$ cat src/rtl/mips_pkg.sv
// Shared MIPS pipeline definitions: writeback select codes and
// the memory-stage state encoding.
package mips_pkg;

  localparam logic [1:0] WB_SEL_ALU = 2'd0;
  localparam logic [1:0] WB_SEL_MEM = 2'd1;
  localparam logic [1:0] WB_SEL_PC4 = 2'd2;
  localparam logic [1:0] WB_SEL_IMM = 2'd3;

  typedef enum logic {
    IDLE     = 1'b0,
    MEM_WAIT = 1'b1
  } mem_state_e;

endpackage

$ cat src/rtl/dmem_timeout_ctr.sv
// Counts request cycles without ack and flags the cycle on which
// the TIMEOUT_CYCLES-th unanswered request cycle completes.
module dmem_timeout_ctr
  import mips_pkg::*;
#(
  parameter int unsigned TIMEOUT_CYCLES = 255
) (
  input  logic clk,
  input  logic rst_n,
  input  logic clr_i,
  input  logic inc_i,
  output logic expire_o
);

  localparam int W = $clog2(TIMEOUT_CYCLES + 1);

  logic [W-1:0] cnt_q;
  logic [W-1:0] cnt_d;

  assign expire_o = inc_i &
    (cnt_q == W'(TIMEOUT_CYCLES - 1));

  // Next count: clear on entry, step on each unanswered cycle.
  always_comb begin
    cnt_d = cnt_q;
    if (clr_i) begin
      cnt_d = '0;
    end else if (inc_i) begin
      cnt_d = cnt_q + W'(1);
    end
  end

  // Counter register.
  always_ff @(posedge clk) begin
    if (!rst_n) begin
      cnt_q <= '0;
    end else begin
      cnt_q <= cnt_d;
    end
  end

endmodule

$ cat src/rtl/mem_wb_stage.sv
// MIPS memory stage feeding the 4:1 writeback mux.
// Optional request timeout: define MIPS_MEM_TIMEOUT_EN.
module mem_wb_stage
  import mips_pkg::*;
#(
  parameter int unsigned TIMEOUT_CYCLES = 255
) (
  input  logic        clk,
  input  logic        rst_n,
  input  logic        in_valid,
  output logic        in_ready,
  input  logic [31:0] in_alu_result,
  input  logic [31:0] in_store_data,
  input  logic [31:0] in_pc_plus4,
  input  logic [31:0] in_imm_upper,
  input  logic [1:0]  in_wb_sel,
  input  logic        in_mem_read,
  input  logic        in_mem_write,
  input  logic        in_reg_write,
  input  logic [4:0]  in_rd,
  output logic        dmem_req,
  output logic        dmem_we,
  output logic [31:0] dmem_addr,
  output logic [31:0] dmem_wdata,
  input  logic        dmem_ack,
  input  logic [31:0] dmem_rdata,
  output logic        out_valid,
  output logic [31:0] out_alu,
  output logic [31:0] out_mem,
  output logic [31:0] out_pc4,
  output logic [31:0] out_imm,
  output logic [1:0]  out_sel,
  output logic        out_reg_write,
  output logic [4:0]  out_rd,
  output logic        mem_err
);

  mem_state_e  state_q, state_d;
  logic        valid_q, valid_d;
  logic [31:0] alu_q, alu_d;
  logic [31:0] mem_q, mem_d;
  logic [31:0] pc4_q, pc4_d;
  logic [31:0] imm_q, imm_d;
  logic [1:0]  sel_q, sel_d;
  logic        rw_q, rw_d;
  logic [4:0]  rd_q, rd_d;
  logic        req_q, req_d;
  logic        we_q, we_d;
  logic [31:0] addr_q, addr_d;
  logic [31:0] wdata_q, wdata_d;
  logic        load_q, load_d;
  logic        rwp_q, rwp_d;
  logic        accept;
  logic        mem_op;
  logic        expire;

  assign in_ready = (state_q == IDLE);
  assign accept   = in_valid & in_ready;
  assign mem_op   = in_mem_read | in_mem_write;

`ifdef MIPS_MEM_TIMEOUT_EN
  logic err_q, err_d;
  logic to_clr;
  logic to_inc;

  assign to_clr = accept & mem_op;
  assign to_inc = (state_q == MEM_WAIT) & ~dmem_ack;

  dmem_timeout_ctr #(
    .TIMEOUT_CYCLES(TIMEOUT_CYCLES)
  ) u_to (
    .clk     (clk),
    .rst_n   (rst_n),
    .clr_i   (to_clr),
    .inc_i   (to_inc),
    .expire_o(expire)
  );

  assign mem_err = err_q;
`else
  logic unused_timeout;
  assign unused_timeout = (TIMEOUT_CYCLES != 0);
  assign expire  = 1'b0;
  assign mem_err = 1'b0;
`endif

  // Next-state: accept, launch memory access, retire on ack.
  always_comb begin
    state_d = state_q;
    valid_d = 1'b0;
    rw_d    = 1'b0;
    alu_d   = alu_q;
    mem_d   = mem_q;
    pc4_d   = pc4_q;
    imm_d   = imm_q;
    sel_d   = sel_q;
    rd_d    = rd_q;
    req_d   = req_q;
    we_d    = we_q;
    addr_d  = addr_q;
    wdata_d = wdata_q;
    load_d  = load_q;
    rwp_d   = rwp_q;
`ifdef MIPS_MEM_TIMEOUT_EN
    err_d   = err_q;
`endif
    unique case (state_q)
      IDLE: begin
        if (accept) begin
          alu_d = in_alu_result;
          pc4_d = in_pc_plus4;
          imm_d = in_imm_upper;
          sel_d = in_wb_sel;
          rd_d  = in_rd;
          mem_d = '0;
          if (mem_op) begin
            req_d   = 1'b1;
            we_d    = in_mem_write;
            addr_d  = in_alu_result;
            wdata_d = in_store_data;
            load_d  = in_mem_read & ~in_mem_write;
            rwp_d   = in_reg_write;
            state_d = MEM_WAIT;
          end else begin
            valid_d = 1'b1;
            rw_d    = in_reg_write;
          end
        end
      end
      MEM_WAIT: begin
        if (dmem_ack) begin
          req_d   = 1'b0;
          mem_d   = load_q ? dmem_rdata : '0;
          valid_d = 1'b1;
          rw_d    = rwp_q;
          state_d = IDLE;
        end else if (expire) begin
          req_d   = 1'b0;
          valid_d = 1'b1;
          rw_d    = 1'b0;
          state_d = IDLE;
`ifdef MIPS_MEM_TIMEOUT_EN
          err_d   = 1'b1;
`endif
        end
      end
      default: state_d = IDLE;
    endcase
  end

  // State and output registers, synchronous reset.
  always_ff @(posedge clk) begin
    if (!rst_n) begin
      state_q <= IDLE;
      valid_q <= 1'b0;
      rw_q    <= 1'b0;
      alu_q   <= '0;
      mem_q   <= '0;
      pc4_q   <= '0;
      imm_q   <= '0;
      sel_q   <= '0;
      rd_q    <= '0;
      req_q   <= 1'b0;
      we_q    <= 1'b0;
      addr_q  <= '0;
      wdata_q <= '0;
      load_q  <= 1'b0;
      rwp_q   <= 1'b0;
`ifdef MIPS_MEM_TIMEOUT_EN
      err_q   <= 1'b0;
`endif
    end else begin
      state_q <= state_d;
      valid_q <= valid_d;
      rw_q    <= rw_d;
      alu_q   <= alu_d;
      mem_q   <= mem_d;
      pc4_q   <= pc4_d;
      imm_q   <= imm_d;
      sel_q   <= sel_d;
      rd_q    <= rd_d;
      req_q   <= req_d;
      we_q    <= we_d;
      addr_q  <= addr_d;
      wdata_q <= wdata_d;
      load_q  <= load_d;
      rwp_q   <= rwp_d;
`ifdef MIPS_MEM_TIMEOUT_EN
      err_q   <= err_d;
`endif
    end
  end

  assign out_valid     = valid_q;
  assign out_reg_write = rw_q;
  assign out_alu       = alu_q;
  assign out_mem       = mem_q;
  assign out_pc4       = pc4_q;
  assign out_imm       = imm_q;
  assign out_sel       = sel_q;
  assign out_rd        = rd_q;
  assign dmem_req      = req_q;
  assign dmem_we       = we_q;
  assign dmem_addr     = addr_q;
  assign dmem_wdata    = wdata_q;

endmodule

$ cat config.mk
export PLATFORM = sky130hd
export DESIGN_NAME = mem_wb_stage
export DESIGN_NICKNAME = d
export VERILOG_FILES = /design/src/rtl/mips_pkg.sv /design/src/rtl/dmem_timeout_ctr.sv /design/src/rtl/mem_wb_stage.sv
export SDC_FILE = /design/constraint.sdc
export NUM_CORES = 1
export LEC_CHECK = 0
export BUFFER_PORTS_ARGS = -buffer_cell sky130_fd_sc_hd__buf_2
export CELL_PAD_IN_SITES_DETAIL_PLACEMENT = 0
export CELL_PAD_IN_SITES_GLOBAL_PLACEMENT = 1
export CORE_MARGIN = 2
export CORE_UTILIZATION = 28
export DETAILED_ROUTE_END_ITERATION = 10
export PLACE_DENSITY = 0.72
export SYNTH_ARGS = -nofsm -noshare
export SYNTH_HDL_FRONTEND = slang
export SYNTH_SLANG_ARGS = --single-unit
$ cat constraint.sdc
create_clock -name clk -period 1.5 [get_ports clk]
set_clock_uncertainty 0.15 [all_clocks]
set_input_delay 0.075 -clock clk [delete_from_list [all_inputs] [get_ports clk]]
set_output_delay 0.075 -clock clk [all_outputs]
set_load 0.01 [all_outputs]
==> flow_metrics.env <==
export IMPL_timing_critical_path_cells="buf_4 > nand2_2 > and3_4 > a22o_1"
export IMPL_placementRows=59
export IMPL_min_delay_path_class="input port to register"
export IMPL_report_final_setup_viol=0
export IMPL_synth_area_per_cell_sq_um=8.90
export IMPL_drt_pass1_iter_count=4
export IMPL_max_cap_violations=0
export IMPL_drt_initial_drc_count=315
export IMPL_worst_path_largest_cell_delay_ps=440
export IMPL_r2r_worst_path_cells=4
export IMPL_yosys_warnings=0
export IMPL_crit_path_start="state_q$_SDFF_PN0_"
export IMPL_num_io_pins=379
export IMPL_port_buffer_count=377
export IMPL_detail_route_drc_violations=0
export IMPL_vias=7657
export IMPL_place_hpwl_microns=17000
export IMPL_final_period_utilization_pct=95.5
export IMPL_cp_start_kind="register"
export IMPL_grt_setup_unrepaired="yes"
export IMPL_cp_depth=4
export IMPL_drt_total_wl_microns=25400
export IMPL_vertical_extent_of_the_die_microns=167
export IMPL_commonest_cells_after_routing_fill_and_taps_aside="sky130_fd_sc_hd__buf_2 (376), sky130_fd_sc_hd__nand2_1 (340), sky130_fd_sc_hd__dfxtp_1 (205)"
export IMPL_r2r_setup_slack_ps=70
export IMPL_ys_seq_area_share_pct=55.6
export IMPL_global_route_wire_length_before_repair_microns=39800
export IMPL_number_of_register_bits_inferred_by_synthesis=206
export IMPL_drt_wirelength_per_cell_microns=14.6
export IMPL_global_route_overflow_total=0
export IMPL_clockBufferDepth=3
export IMPL_startpoint_of_the_most_critical_register_to_register_path="state_q$_SDFF_PN0_"
export IMPL_achievable_frequency_mhz=698
export IMPL_worst_ep_arrival_time_ps=1720
export IMPL_effective_utilization_at_floorplan_pct=28.4
export IMPL_cp_required_ps=1790
export IMPL_drv_slew=0
export IMPL_fin_util_pct=47.3
export IMPL_route_antenna_remaining_nets=0
export IMPL_finish_net_count=1564
export IMPL_synth_cell_types=22
export IMPL_min_delay_start="dmem_rdata[10]"
export IMPL_outcome="finished, final reports clean"
export IMPL_critical_path_peak_fanout=32
export IMPL_final_min_clock_period_ps=1430
export IMPL_final_common_cell="sky130_fd_sc_hd__buf_2"
export IMPL_pwr_density_cell_nw_per_um2=1090
export IMPL_finish_cell_count_without_fillers=1740
export IMPL_fp_dieW_microns=167
export IMPL_fp_coreArea_sq_um=26100
export IMPL_placed_cells=1515
export IMPL_cts_buffers=23
export IMPL_regToRegEndpoint="out_mem[30]$_SDFFE_PN0P_"
export IMPL_fp_dieArea_sq_um=27800
export IMPL_crit_family="simple AND/OR/NAND/NOR gates"
export IMPL_cts_htree_levels=1
export IMPL_place_gp_congestion=0.781
export IMPL_insertedDiodeCount=0
export IMPL_critical_path_slowest_cell="sky130_fd_sc_hd__and3_4"
export IMPL_cts_sink_count=206
export IMPL_grt_start_max_net_pins=85
export IMPL_crit_buf_inv=1
export IMPL_cellLeakagePower_nw=5.88
export IMPL_critPathCaptureType="register"
export IMPL_vias_per_cell=4.40
export IMPL_grt_util_all_layers_pct=17.3
export IMPL_path_clk_slew_ps=60
export IMPL_vias_in_the_first_global_route=7527
export IMPL_syn_num_nets=1007
export IMPL_timing_final_hold_violations=0
export IMPL_cp_endpoint="out_mem[30]$_SDFFE_PN0P_"
export IMPL_max_vdd_ir_drop_mv=0.794
export IMPL_insertion_delay_ps=500
export IMPL_crit_type="register to register"
export IMPL_syn_inst=833
export IMPL_areaGrowthSynthToFinish_pct=66.2
export IMPL_cell_area_after_technology_mapping_sq_um=7410
export IMPL_tritoncts_clock_tree="yes"
export IMPL_post_route_cells_drive_above_1_share_pct=33.0
export IMPL_antenna_found_initial=0
export IMPL_cts_root_buffer_cell="sky130_fd_sc_hd__clkbuf_16"
-- sequential cells by signal, summed over array words and instances (netlist names) --
signal,flops
out_pc4,32
out_mem,32
dmem_we,1
dmem_addr,32
out_imm,32
dmem_wdata,32
state_q,1
out_alu,32
out_valid,1
dmem_req,1
load_q,1
out_reg_write,1
out_sel,2
out_rd,5
rwp_q,1
-- tightest hold or removal path, stage by stage --
cell and delay [ps]:
sky130_fd_sc_hd__dlygate4sd3_1 520, sky130_fd_sc_hd__buf_2 100, sky130_fd_sc_hd__a22o_1 110
-- metal layers --
layer  vias up  part of all wire (%)  track usage [%]
li1       3832                     -                -
met3        59                   7.3             4.52
met2       296                    48             30.3
met5         -                     0                0
met1      3470                    41             20.4
met4         0                   3.4             6.37
-- cell type report --
cell class / count / area, sq um
Fill cell: 2476 / 13700
Clock buffer: 35 / 681
Multi-Input combinational cell: 559 / 2860
Clock inverter: 5 / 50.0
Sequential cell: 206 / 4130
Timing Repair Buffer: 597 / 4180
Inverter: 3 / 12.5
Tap cell: 335 / 419
-- cells by family after synthesis --
group	share of synthesized area (%)
mux	8.78
buf+inv	6.04
flops	55.6
compound gates	11.4
simple gates	18.1
other cells	0.0506
-- cell usage after synthesis --
cell type                  number  area share [%]
sky130_fd_sc_hd__buf_6          6            0.91
sky130_fd_sc_hd__nand4_1        1           0.084
sky130_fd_sc_hd__o21ai_0        3            0.20
sky130_fd_sc_hd__a21oi_1      108             7.3
sky130_fd_sc_hd__a22o_1        32             3.8
sky130_fd_sc_hd__dfxtp_1      206              56
sky130_fd_sc_hd__mux2i_1       65             8.8
sky130_fd_sc_hd__nor2_4         1            0.15
sky130_fd_sc_hd__inv_2          1           0.051
sky130_fd_sc_hd__or2b_1         1            0.10
sky130_fd_sc_hd__conb_1         1           0.051
sky130_fd_sc_hd__buf_2         17             1.1
sky130_fd_sc_hd__buf_4         12             1.2
sky130_fd_sc_hd__nand2_1      341              17
sky130_fd_sc_hd__nand2b_4       1            0.19
sky130_fd_sc_hd__nor2b_1        1           0.084
sky130_fd_sc_hd__nor2_1         2            0.10
sky130_fd_sc_hd__and3_4         1            0.15
sky130_fd_sc_hd__inv_1          2            0.10
sky130_fd_sc_hd__buf_12         5             1.4
sky130_fd_sc_hd__a211oi_1       1            0.10
sky130_fd_sc_hd__clkbuf_1      25             1.3
-- stage by stage --
step	area [sq um]	hold slack (ps)	total power [mW]	setup WS (ps)	setup TNS (ps)
final	12300	187	13.5	67.1	0
after global routing	12300	174	14.1	-28.8	-155
after floorplan	7410	21.6	6.91	95.7	0
after global placement	9750	141	7.69	95.8	0
after CTS	12200	146	13.6	34.9	0
after detailed placement	9750	146	7.70	58.6	0
-- worst min-delay path by stage --
| stage | end | slack (ps) | cells past startpoint |
|---|---|---|---|
| floorplan | load_q$_SDFFE_PN0P_ | 20 | 1 |
| global placement | out_mem[10]$_SDFFE_PN0P_ | 140 | 2 |
| detailed placement | out_mem[17]$_SDFFE_PN0P_ | 150 | 2 |
| CTS | out_mem[10]$_SDFFE_PN0P_ | 150 | 3 |
| global route | out_mem[10]$_SDFFE_PN0P_ | 170 | 3 |
| finish | out_mem[10]$_SDFFE_PN0P_ | 190 | 3 |
-- power by group --
part,internal (mW),switching (mW),leakage (nW)
clock network,3.28,2.21,0.363
registers,5.77,0.145,1.69
logic,1.06,1.01,3.83
-- timing repair --
item | in CTS | in global routing
hold endpoints to repair | 206 | 0
gates resized for setup | 0 | 4
setup buffers | 0 | 8
hold buffers | 177 | 0
setup endpoints to repair | 0 | 51
Power figures use the tool's default switching activity.
